===== config.mk =====
export PLATFORM = sky130hd
export DESIGN_NAME = operand_fetch_flat
export DESIGN_NICKNAME = d
export VERILOG_FILES = /design/src/rtl/operand_fetch_if.sv /design/src/rtl/operand_fetch.sv /design/src/flat_wrapper.sv
export SDC_FILE = /design/constraint.sdc
export NUM_CORES = 1
export LEC_CHECK = 0
export ABC_AREA = 1
export ABC_CLOCK_PERIOD_IN_PS = 3600
export BUFFER_PORTS_ARGS = -buffer_cell sky130_fd_sc_hd__buf_2
export CAP_MARGIN = 30
export CORE_UTILIZATION = 60
export CTS_CLUSTER_DIAMETER = 200
export DETAILED_ROUTE_END_ITERATION = 10
export HOLD_SLACK_MARGIN = 0.12
export PLACE_DENSITY = 0.85
export SETUP_SLACK_MARGIN = 0.4
export SYNTH_ARGS = -nofsm -noshare
export SYNTH_HDL_FRONTEND = slang
export SYNTH_SLANG_ARGS = --single-unit

===== constraint.sdc =====
create_clock -name clk -period 3.6 [get_ports clk]
set_input_delay 0.18 -clock clk [delete_from_list [all_inputs] [get_ports clk]]
set_output_delay 0.18 -clock clk [all_outputs]
set_load 0.01 [all_outputs]

===== src/rtl/operand_fetch_if.sv =====
// Handshake and bus bundle between the operand-fetch block and its upstream driver.
// The slave side is the fetch block; the master side supplies writes, fetch requests and ack.
interface operand_fetch_if #(
    parameter int DATA_W = 16,
    parameter int AW     = 3
);
    logic              write;
    logic [AW-1:0]     writenum;
    logic [DATA_W-1:0] data_in;
    logic              start;
    logic [AW-1:0]     rn;
    logic [AW-1:0]     rm;
    logic [1:0]        shift_in;
    logic              ack;
    logic              busy;
    logic              valid;
    logic [DATA_W-1:0] A_out;
    logic [DATA_W-1:0] B_out;
    logic [1:0]        shift_out;

    modport master (
        output write, writenum, data_in, start, rn, rm, shift_in, ack,
        input  busy, valid, A_out, B_out, shift_out
    );

    modport slave (
        input  write, writenum, data_in, start, rn, rm, shift_in, ack,
        output busy, valid, A_out, B_out, shift_out
    );
endinterface


===== src/rtl/operand_fetch.sv =====
// Register file with a single read port and a sequencer that fetches A then B,
// presenting both with the latched shift code under a valid/ack handshake.
module operand_fetch #(
    parameter int DATA_W = 16,
    parameter int NREGS  = 8,
    parameter int AW     = 3
) (
    input logic           clk,
    input logic           reset,
    operand_fetch_if.slave bus
);
    typedef enum logic [1:0] {IDLE, READ_A, READ_B, VALID} state_t;

    state_t            state;
    state_t            next_state;
    logic [DATA_W-1:0] regs [NREGS];
    logic [AW-1:0]     rn_q;
    logic [AW-1:0]     rm_q;
    logic [DATA_W-1:0] a_q;
    logic [DATA_W-1:0] b_q;
    logic [1:0]        shift_q;
    logic [AW-1:0]     rd_addr;
    logic [DATA_W-1:0] rd_data;
    logic              capture;

    function automatic logic in_range(input logic [AW-1:0] addr);
        return int'(addr) < NREGS;
    endfunction

    assign capture = bus.start && ((state == IDLE) || ((state == VALID) && bus.ack));

    always_ff @(posedge clk) begin
        if (reset) state <= IDLE;
        else       state <= next_state;
    end

    always_comb begin
        next_state = state;
        case (state)
            IDLE:    if (bus.start) next_state = READ_A;
            READ_A:  next_state = READ_B;
            READ_B:  next_state = VALID;
            VALID:   if (bus.ack) next_state = bus.start ? READ_A : IDLE;
            default: next_state = IDLE;
        endcase
    end

    // Single read port, steered by which operand is being fetched; a same-cycle
    // write to the read address is forwarded so the fetch sees the new value.
    always_comb begin
        rd_addr = (state == READ_B) ? rm_q : rn_q;
        rd_data = '0;
        if (in_range(rd_addr)) begin
            if (bus.write && (bus.writenum == rd_addr)) rd_data = bus.data_in;
            else                                        rd_data = regs[rd_addr];
        end
    end

    always_ff @(posedge clk) begin
        if (reset) begin
            for (int i = 0; i < NREGS; i++) regs[i] <= '0;
        end else if (bus.write && in_range(bus.writenum)) begin
            regs[bus.writenum] <= bus.data_in;
        end
    end

    always_ff @(posedge clk) begin
        if (reset) begin
            rn_q    <= '0;
            rm_q    <= '0;
            shift_q <= 2'b00;
            a_q     <= '0;
            b_q     <= '0;
        end else begin
            if (capture) begin
                rn_q    <= bus.rn;
                rm_q    <= bus.rm;
                shift_q <= bus.shift_in;
            end
            if (state == READ_A) a_q <= rd_data;
            if (state == READ_B) b_q <= rd_data;
        end
    end

    assign bus.busy      = (state != IDLE);
    assign bus.valid     = (state == VALID);
    assign bus.A_out     = a_q;
    assign bus.B_out     = b_q;
    assign bus.shift_out = shift_q;
endmodule


===== src/flat_wrapper.sv =====
// flat-port wrapper written by rule: the top's interface ports become plain ports
module operand_fetch_flat 
#(
    parameter int DATA_W = 16,
    parameter int NREGS  = 8,
    parameter int AW     = 3
)
  (clk, reset, bus_write, bus_writenum, bus_data_in, bus_start, bus_rn, bus_rm, bus_shift_in, bus_ack, bus_busy, bus_valid, bus_A_out, bus_B_out, bus_shift_out);
  operand_fetch_if #(.DATA_W(DATA_W), .AW(AW)) bus_i ();
  input logic clk;
  input logic reset;
  input wire logic [$bits(bus_i.write)-1:0] bus_write;
  input wire logic [$bits(bus_i.writenum)-1:0] bus_writenum;
  input wire logic [$bits(bus_i.data_in)-1:0] bus_data_in;
  input wire logic [$bits(bus_i.start)-1:0] bus_start;
  input wire logic [$bits(bus_i.rn)-1:0] bus_rn;
  input wire logic [$bits(bus_i.rm)-1:0] bus_rm;
  input wire logic [$bits(bus_i.shift_in)-1:0] bus_shift_in;
  input wire logic [$bits(bus_i.ack)-1:0] bus_ack;
  output wire logic [$bits(bus_i.busy)-1:0] bus_busy;
  output wire logic [$bits(bus_i.valid)-1:0] bus_valid;
  output wire logic [$bits(bus_i.A_out)-1:0] bus_A_out;
  output wire logic [$bits(bus_i.B_out)-1:0] bus_B_out;
  output wire logic [$bits(bus_i.shift_out)-1:0] bus_shift_out;
  assign bus_i.write = bus_write;
  assign bus_i.writenum = bus_writenum;
  assign bus_i.data_in = bus_data_in;
  assign bus_i.start = bus_start;
  assign bus_i.rn = bus_rn;
  assign bus_i.rm = bus_rm;
  assign bus_i.shift_in = bus_shift_in;
  assign bus_i.ack = bus_ack;
  assign bus_busy = bus_i.busy;
  assign bus_valid = bus_i.valid;
  assign bus_A_out = bus_i.A_out;
  assign bus_B_out = bus_i.B_out;
  assign bus_shift_out = bus_i.shift_out;
  operand_fetch #(.DATA_W(DATA_W), .NREGS(NREGS), .AW(AW)) u_core (.clk(clk), .reset(reset), .bus(bus_i));
endmodule

==> implementation parameters <==
Parameter                              Value

Timing
  Setup repair after global routing missed its margin ... no
  Setup violations, final ... 0
  Clock period minus worst slack ... 2.66 ns
  Max-slew violation count ... 0
  Max transition margin ... 35.4%
  Hold Violations, Final ... 0
  Pin slew with the least headroom to its limit ... 0.969 ns
  Highest Clock Rate ... 376 MHz
  Largest clock skew in the final design ... 0.00676 ns
  Setup tns final ... 0 ns
  Worst Hold Slack ... 0.144 ns
  Period Utilization, post-route ... 73.9%

Layout
  Synthesis-to-layout area growth ... 13.7%
  Highest-count cells in the layout ignoring fill and taps ... nand3_1 (219), nor2_1 (202), inv_1 (195)
  Final standard cell count with taps included and fillers excluded ... 1265
  Multi-input logic area ... 0.00270 mm²
  Fill cells ... 1007
  Diodes inserted ... 0
  Commonest non-fill, non-tap cell in the layout ... nand3_1
  FF/Latch Area ... 0.00468 mm²
  Share of final-layout standard cells stronger than drive strength 1 ... 11.5%
  Utilization after layout ... 70.8%
  Post-route design area ... 0.00949 mm²
  NumNets Final ... 1113

Yosys
  Synthesized cell area ... 0.00834 mm²
  Number of enable flip-flop cells after synthesis ... 128
  Seq/Total Area, Yosys ... 56.1%
  Gate count of the mapped netlist ... 1013
  #FFs+latches synth ... 170
  Count of warnings emitted by yosys ... 0
  Post-synthesis net count ... 1050
  Async S/R FF share, synth ... 0%
  Number of different library cells in the post-synthesis netlist ... 23
  Predominant post-synthesis flop cell ... edfxtp_1
  Average instance area after synthesis ... 8.24 µm²

Drt
  Post-detailed-route via-to-cell ratio ... 5.60
  DRC violations left ... 0
  Routed vias ... 7084
  Routed WL per cell ... 17.3 µm
  Number of iterations in the first detailed-routing pass ... 9
  Number of DRC markers in iteration 0 ... 1044
  Total Routed Length ... 21.9 mm
  Post-detailed-route count of antenna-violating nets ... 0

CTS
  Deepest level of the CTS H-tree ... 4
  Number of buffers between clock root and the deepest sink ... 2
  Quantity of gates resized following cts ... 0
  Number of buffers added by the clock tree synthesis step ... 17
  CTS Root Buffer Type ... clkbuf_16
  Register clock-pin slew on the reported worst setup and hold paths ... 0.06 ns
  Setup fix buffers added after clock tree synthesis ... 0
  CTS sink count ... 170
  Insertion delay to the later sink of the worst-skew pair ... 0.43 ns
  TritonCTS clock tree ... yes

Setup path
  Launching element type of the critical path ... register
  Largest fanout on the critical path ... 35
  Critical path arrival ... 2.98 ns
  Data required time of the critical path ... 3.92 ns
  Type of element capturing the critical path ... register
  Critical path type ... register to register

Global routing
  Antenna violations before repair ... 0
  Wire length of the first global-routing pass ... 33.6 mm
  Global-route total usage across every layer ... 31.5%
  Number of global-route vias before repair ... 6320
  Largest net degree at the start of global routing ... 50
  GR Overflow Total ... 0

Power and ir drop
  Worst VDD drop ... 0.000452 V
  Clk network pwr share ... 26.4%
  Sequential fraction of design power ... 36.9%
  Leakage Power ... 4.64 nW
  Internal power ... 4.21 mW
  Power density cells ... 712 mW/mm²
  Relative contribution of combinational cells to total power ... 36.7%
  Sw power ... 2.54 mW
  Net switching fraction of the power ... 37.6%

Placed design
  Post-Place Cells ... 1223
  Final weighted congestion in routability-driven placement ... 0.906
  Post-DP HPWL ... 14.3 mm
  Buffers added on ports ... 67
  Area after DPL ... 0.00882 mm²

Die
  Floorplan Core Area ... 0.0134 mm²
  Width of the die ... 120 µm
  Number of placed I/O pins ... 68
  Row Count ... 42
  Initial Utilization ... 62.3%
  Vertical die dimension ... 120 µm
  Die outline area ... 0.0144 mm²

Outcome
  Result of the run ... finished, final reports clean

Job
  Max-capacitance violation count ... 0

Min path
  Hold WC Path Type ... input pin to register
[critical path, cell delays in order (launching register included)]
cell and delay (ns):
dfxtp_1 0.35, inv_1 0.12, ha_1 0.32, buf_4 0.42, nand2_1 0.12, o21ai_2 0.07, buf_4 0.24, nor2_4 0.07
nor2_8 0.26, nand2_4 0.21, nand3_1 0.18, nand3_1 0.08, nand2_1 0.07, inv_1 0.04
[power by group through the flow]
| stage | clock [mW] | combinational, mW | sequential (mW) |
|---|---|---|---|
| 2_1_floorplan | 0 | 1.60 | 2.58 |
| 3_3_place_gp | 0 | 2.32 | 2.51 |
| 3_5_place_dp | 0 | 2.37 | 2.53 |
| 4_1_cts | 1.79 | 2.41 | 2.49 |
| 5_1_grt | 1.86 | 2.70 | 2.51 |
| 6_report | 1.79 | 2.48 | 2.49 |
[metal layers]
metal  vias to the layer above  wire length [µm]  share of wire (%)  global-route usage, %
met5                         -                 0                  0                      0
met4                         0               846                3.9                   14.5
met3                        61              2780                 13                   10.3
met2                       470              9240                 42                   44.2
met1                      3233              9030                 41                   44.2
li1                       3320                 -                  -                      -
[worst paths after layout]
| kind | startpoint | cells after the start | slack [ns] | endpoint |
|---|---|---|---|---|
| worst min register to register | u_core.rn_q[1]$_SDFFE_PP0P_ | 2 | 0.48 | u_core.rn_q[1]$_SDFFE_PP0P_ |
| worst max-delay path | u_core.state[0]$_SDFFE_PP0P_ | 13 | 0.94 | u_core.bus.B_out[15]$_SDFFE_PP0P_ |
| worst max register to register | u_core.state[0]$_SDFFE_PP0P_ | 13 | 0.94 | u_core.bus.B_out[15]$_SDFFE_PP0P_ |
| worst min-delay path | bus_data_in[8] | 5 | 0.14 | u_core.bus.A_out[8]$_SDFFE_PP0N_ |
[layout make-up]
cell class | instances | share of cell area (%)
Inverter | 196 | 7.76
Tap cell | 176 | 2.32
Clock inverter | 14 | 1.42
Sequential cell | 170 | 49.4
Clock buffer | 18 | 4.52
Timing Repair Buffer | 94 | 6.15
Multi-Input combinational cell | 597 | 28.4
[cell families (layout without fill, tap and decap cells)]
| kind of cell | count (synthesis) | count (layout) | synth area share (%) |
|---|---|---|---|
| AND/OR/NAND/NOR | 572 | 572 | 30.3 |
| flip-flops | 170 | 170 | 56.1 |
| AO/OA/AOI/OAI | 20 | 20 | 1.26 |
| buffers and inverters | 246 | 322 | 11.5 |
| adder cells (fa/ha/maj) | 5 | 5 | 0.750 |
[sequential cells by signal (all words and copies together), names as in the netlist]
signal and count:
u_core.bus.A_out 16, u_core.rm_q 3, u_core.rn_q 3, u_core.bus.shift_out 2, u_core.regs 128, u_core.state 2, u_core.bus.B_out 16
[stage by stage]
stage               total power [mW]  worst slack, ns
floorplan                       4.18             1.71
global route                    7.08            0.760
CTS                             6.68            0.976
global placement                4.83             1.00
detailed placement              4.90            0.998
finish                          6.76            0.940
[repair_timing]
action / CTS / global route
hold buffers: 10 / 0
endpoints found under the hold margin: 10 / 0
endpoints found under the setup margin: 0 / 0
[Yosys cell counts, types with 2 or more instances]
| master | instances | area, µm² |
|---|---|---|
| a21oi_1 | 8 | 40.0 |
| ha_1 | 5 | 62.6 |
| nand2_1 | 134 | 503 |
| nand3_2 | 10 | 100 |
| dfxtp_1 | 42 | 841 |
| buf_1 | 3 | 11.3 |
| buf_2 | 19 | 95.1 |
| inv_1 | 195 | 732 |
| edfxtp_1 | 128 | 3840 |
| buf_4 | 2 | 15.0 |
| nor2_1 | 202 | 758 |
| nand3_1 | 219 | 1100 |
| nor2_4 | 2 | 22.5 |
| clkbuf_1 | 25 | 93.8 |
| o21ai_0 | 10 | 50.1 |
| nand2_2 | 2 | 12.5 |
Note: power is estimated with default switching activity, not from simulation.
